## config.mk

```make
export PLATFORM = sky130hd
export DESIGN_NAME = network_sink
export DESIGN_NICKNAME = d
export VERILOG_FILES = /design/src/rtl/network_sink.sv
export SDC_FILE = /design/constraint.sdc
export NUM_CORES = 1
export LEC_CHECK = 0
export BUFFER_PORTS_ARGS = -buffer_cell sky130_fd_sc_hd__buf_2
export CAP_MARGIN = 5
export CORE_MARGIN = 2
export CORE_UTILIZATION = 40
export DETAILED_ROUTE_END_ITERATION = 10
export GPL_ROUTABILITY_DRIVEN = 0
export HOLD_SLACK_MARGIN = 0.06
export PLACE_DENSITY = 0.61
export SYNTH_ARGS = -nofsm -noshare
export SYNTH_HDL_FRONTEND = slang
export SYNTH_SLANG_ARGS = --single-unit
```

## constraint.sdc

```tcl
create_clock -name clk -period 1.7 [get_ports clk]
set_input_delay 0.085 -clock clk [delete_from_list [all_inputs] [get_ports clk]]
set_output_delay 0.085 -clock clk [all_outputs]
set_load 0.05 [all_outputs]
```

## src/rtl/network_sink.sv

```systemverilog
// Spike sink: turns a network step's fire vector into a stream of SPK/TCK packets,
// and answers decode requests with a DEC packet carrying the step count.
package network_config;
    localparam int NET_NUM_OUT = 4;
endpackage

package sink_config;
    import network_config::*;
    localparam int CNT_WIDTH = 16;
    localparam int IDX_WIDTH = (NET_NUM_OUT > 1) ? $clog2(NET_NUM_OUT) : 1;
    localparam int PAY_WIDTH = (IDX_WIDTH > CNT_WIDTH) ? IDX_WIDTH : CNT_WIDTH;
    localparam int SNK_WIDTH = 2 + PAY_WIDTH;
    localparam logic [1:0] OP_NOP = 2'd0;
    localparam logic [1:0] OP_SPK = 2'd1;
    localparam logic [1:0] OP_TCK = 2'd2;
    localparam logic [1:0] OP_DEC = 2'd3;
endpackage

module network_sink
    import network_config::*;
    import sink_config::IDX_WIDTH, sink_config::OP_SPK, sink_config::OP_TCK, sink_config::OP_DEC;
#(
    parameter int CNT_WIDTH = 16,
    localparam int PAY_W = (IDX_WIDTH > CNT_WIDTH) ? IDX_WIDTH : CNT_WIDTH,
    localparam int SNK_W = 2 + PAY_W
) (
    input  logic                   clk,
    input  logic                   arstn,
    input  logic                   net_out_valid,
    input  logic [NET_NUM_OUT-1:0] net_out,
    output logic                   sink_ready,
    input  logic                   dec_req,
    output logic                   snk_valid,
    input  logic                   snk_ready,
    output logic [SNK_W-1:0]       snk
);

    typedef enum logic [1:0] {S_IDLE, S_SCAN, S_TCK, S_DEC} state_e;

    state_e                 state_q, state_d;
    logic [NET_NUM_OUT-1:0] mask_q, mask_d;
    logic [CNT_WIDTH-1:0]   step_cnt_q, step_cnt_d;
    logic                   dec_pend_q, dec_pend_d;
    logic                   snk_valid_q;
    logic [SNK_W-1:0]       snk_q, pkt_d;
    logic                   load, load_ok;

    function automatic logic [IDX_WIDTH-1:0] lowest_idx(input logic [NET_NUM_OUT-1:0] m);
        lowest_idx = '0;
        for (int i = NET_NUM_OUT - 1; i >= 0; i--)
            if (m[i]) lowest_idx = IDX_WIDTH'(i);
    endfunction

    assign sink_ready = (state_q == S_IDLE) && !dec_pend_q;
    assign load_ok    = !snk_valid_q || snk_ready;
    assign snk_valid  = snk_valid_q;
    assign snk        = snk_q;

    always_comb begin
        state_d    = state_q;
        mask_d     = mask_q;
        step_cnt_d = step_cnt_q;
        dec_pend_d = dec_pend_q;
        load       = 1'b0;
        pkt_d      = '0;
        case (state_q)
            S_IDLE: begin
                if (dec_pend_q) begin
                    state_d = S_DEC;
                end else if (net_out_valid) begin
                    mask_d  = net_out;
                    state_d = (|net_out) ? S_SCAN : S_TCK;
                end
            end
            S_SCAN: if (load_ok) begin
                load  = 1'b1;
                pkt_d = {OP_SPK, PAY_W'(lowest_idx(mask_q))};
                // m & (m-1) drops exactly the lowest set bit
                mask_d = mask_q & (mask_q - NET_NUM_OUT'(1));
                if (mask_d == '0) state_d = S_TCK;
            end
            S_TCK: if (load_ok) begin
                load  = 1'b1;
                pkt_d = {OP_TCK, {PAY_W{1'b0}}};
                if (step_cnt_q != {CNT_WIDTH{1'b1}}) step_cnt_d = step_cnt_q + CNT_WIDTH'(1);
                state_d = S_IDLE;
            end
            S_DEC: if (load_ok) begin
                load       = 1'b1;
                pkt_d      = {OP_DEC, PAY_W'(step_cnt_q)};
                step_cnt_d = '0;
                dec_pend_d = 1'b0;
                state_d    = S_IDLE;
            end
            default: state_d = S_IDLE;
        endcase
        // a request landing in the DEC load cycle is kept, so it is never lost
        if (dec_req) dec_pend_d = 1'b1;
    end

    always_ff @(posedge clk or negedge arstn) begin
        if (!arstn) begin
            state_q    <= S_IDLE;
            mask_q     <= '0;
            step_cnt_q <= '0;
            dec_pend_q <= 1'b0;
        end else begin
            state_q    <= state_d;
            mask_q     <= mask_d;
            step_cnt_q <= step_cnt_d;
            dec_pend_q <= dec_pend_d;
        end
    end

    always_ff @(posedge clk or negedge arstn) begin
        if (!arstn) begin
            snk_valid_q <= 1'b0;
            snk_q       <= '0;
        end else if (load) begin
            snk_valid_q <= 1'b1;
            snk_q       <= pkt_d;
        end else if (snk_ready) begin
            snk_valid_q <= 1'b0;
        end
    end

endmodule

```

==> impl_metrics.yaml <==
run_status:
  outcome: "complete, but fails checks"
  violations: "negative setup slack"
routing:
  drcViolationCount: 0
  detail-route-antenna-nets: 0
  vias_per_cell: 5.47
  met2WireLength_mm: 2.59
  met3_length_microns: 194
  routed_wl_mm: 5.12
  firstDrtPassIters: 4
  wl_met1_mm: 2.31
  drtIter0Drc: 108
  avgRoutedWirePerCell_microns: 14.9
  highest_layer: "met4"
  vias: 1876
sta:
  period_share_pct: 107
  fin_ws_ns: -0.122
  period_needed_ns: 1.82
  fmax_mhz: 549
  rsz0062_at_grt: "yes"
  relSlewSlack_pct: 65.7
  timing.final.hold_violations: 0
  slew_viol_final: 0
  setup_tns_ns: -0.242
  fin_skew_ns: 0.00678
  finalSetupViolCount: 3
  tightest_slew_ns: 0.514
placed_design:
  dpl.hpwl_mm: 3.67
  port_buffers: 28
  pre_cts_slack_ns: -0.127
worst_setup_path:
  r2r_cells: 5
  max_stage_delay_ns: 0.52
  arrival_ns: 2.06
  end_kind: "register"
  r2r_start: "step_cnt_q[1]"
  critPathLaunch: "step_cnt_q[1]"
  slowest_stage: "or4b_4"
  cp_cell_sequence: "ha_2, nand2_2, or4b_4, or4_1, a21oi_2"
  critical_path_class: "reg2reg"
  cp_max_fo: 3
  critPathLaunchType: "register"
  cp.required_ns: 1.94
logic_synthesis:
  yosys.area_share.xor_xnor_pct: 0
  ys_async_sr_fraction_pct: 100
  synth_top_family_by_area: "compound AO/OA/AOI/OAI gates"
  syn_nets: 215
  synth_edf_count: 0
  synth_cell_type_count: 44
  syn_area_sq_mm: 0.00208
  synth.top_cells.by_area: "dfrtp_1 50%, a22o_1 6.7%, nand2_1 4.7%, mux2i_1 2.9%, o21ai_0 2.9%"
  ys.flop_type: "dfrtp_1"
  yosys-mux-area-fraction_pct: 3.96
  yosys.area_share.adder_pct: 0.601
  ys_ff_latch: 42
  synth-compound-area-share_pct: 21.7
  ys_seq_area_share_pct: 50.5
  syn_avg_cell_area_sq_um: 10.2
  synthSimpleGateAreaFrac_pct: 20.1
  yosys.area.top_type: "dfrtp_1"
  synth_top_area_share_pct: 50.5
  netlist_instances: 205
  ys.warnings.count: 0
finish:
  drive_above_1_share_pct: 34.4
  diodes: 0
  register_area_sq_mm: 0.00105
  syn_to_final_growth_pct: 37.1
  nets: 282
  layout_common_cells: "41 x dfrtp_1, 33 x buf_4, 28 x buf_2"
  num-fill-cells: 466
  multi_input_area_sq_mm: 0.00105
  layout_commonest_cell: "dfrtp_1"
global_routing:
  grt.total_usage_pct: 19.4
  antenna_found_initial: 0
  grt_pass1_wl_mm: 9.07
  grt_overflow: 0
  grt_max_degree: 23
  grt_pass1_vias: 1890
floorplanning:
  start_util_pct: 41.1
  die_area_sq_mm: 0.00580
  pin_count: 29
  die_h_microns: 76.2
  die_w_microns: 76.2
  core_region_area_sq_mm: 0.00507
  rows: 26
power_and_ir_drop:
  power_density_mw_per_mm2: 1340
  p_leak_uw: 0.00131
  ir_worst_vdd_uv: 840
cts:
  cts.htree.levels: 2
  clock_latency_ns: 0.30
  cts_buffers: 5
  cts.sinks: 42
  clk_pin_slew_ns: 0.08
  cts-root-buf: "clkbuf_8"
  cts_tree: "built"
  cts_buffer_depth: 2
worst_hold_path:
  min_path_cells: 2
  min_from: "net_out[0]"
  hold_path_class: "in2reg"
job:
  drv_cap: 0
==> worst max-delay path: cells and delay by family, from the launching register on <==
family,cells,cell delay [ns]
AOI/OAI and AO/OA,1,0.12
adders and majority gates,1,0.20
and+or+nand+nor,3,1.07
DFF,1,0.37
==> registers in the layout, indices dropped and copies added, names as in the netlist <==
name	count
dec_pend_q	1
snk	18
mask_q	4
snk_valid	1
state_q	2
step_cnt_q	16
==> final cells by class <==
type	instances	area share, %
inverters	7	0.920
clock buffers	5	2.41
flip-flops and latches	42	36.9
clock inverters	3	2.41
multi-input cells	146	36.8
well taps	70	3.07
repair buffers	70	17.5
==> synthesized netlist by cell type, types with 4 or more instances <==
cell type and n:
a211oi_1 4, nor3_1 5, inv_1 6, or4_1 5, a22o_1 16, nand2b_1 7, nand3_1 6, o21ai_0 12
clkbuf_1 8, mux2i_1 6, dfrtp_1 42, a21oi_1 9, nor4_1 4, o31ai_1 5, nand2_1 26, nand4_1 4
==> report_power, final <==
group / switching, uW / total (uW) / internal, uW
Clock: 353 / 942 / 588
Sequential: 155 / 1320 / 1170
Combinational: 933 / 1560 / 629
Total: 1440 / 3830 / 2390
==> final timing paths <==
| check | slack (ns) | to |
|---|---|---|
| setup / recovery | -0.12 | step_cnt_q[14] |
| hold / removal | 0.07 | mask_q[0] |
| setup reg to reg | -0.12 | step_cnt_q[14] |
| hold reg to reg | 0.48 | snk[17] |
| max in group asynchronous | 0.93 | step_cnt_q[15] |
| min in group asynchronous | 0.29 | snk[4] |
==> cell families after synthesis <==
family	after synthesis
buffers and inverters	17
and+or+nand+nor	75
muxes	8
AOI/OAI and AO/OA	62
adders and majority gates	1
DFF	42
==> repair_timing <==
action                                  in CTS  in global routing
pin swaps                                    2                  2
hold endpoints to repair                    24                  0
hold buffers                                 5                  0
endpoints found under the setup margin       5                 12
setup buffers                                1                  2
resized for setup                            3                 12
==> through the flow <==
stage	total power [uW]	cells	cell area [sq um]	hold slack, ns	util [%]
2_1_floorplan	2270	205	2100	-0.211	-
3_3_place_gp	2820	327	2570	0.0932	50.7
3_5_place_dp	2840	327	2570	0.0944	50.7
4_1_cts	3820	341	2780	0.0607	54.7
5_1_grt	4080	343	2860	0.0794	56.3
6_report	3830	343	2860	0.0701	56.3
==> layer usage <==
layer | global-route usage (%) | vias to the layer above
li1 | - | 916
met1 | 24.4 | 924
met2 | 33.6 | 34
met3 | 5.21 | 2
met4 | 4.00 | 0
met5 | 0 | -
Note: power is estimated with default switching activity, not from simulation.
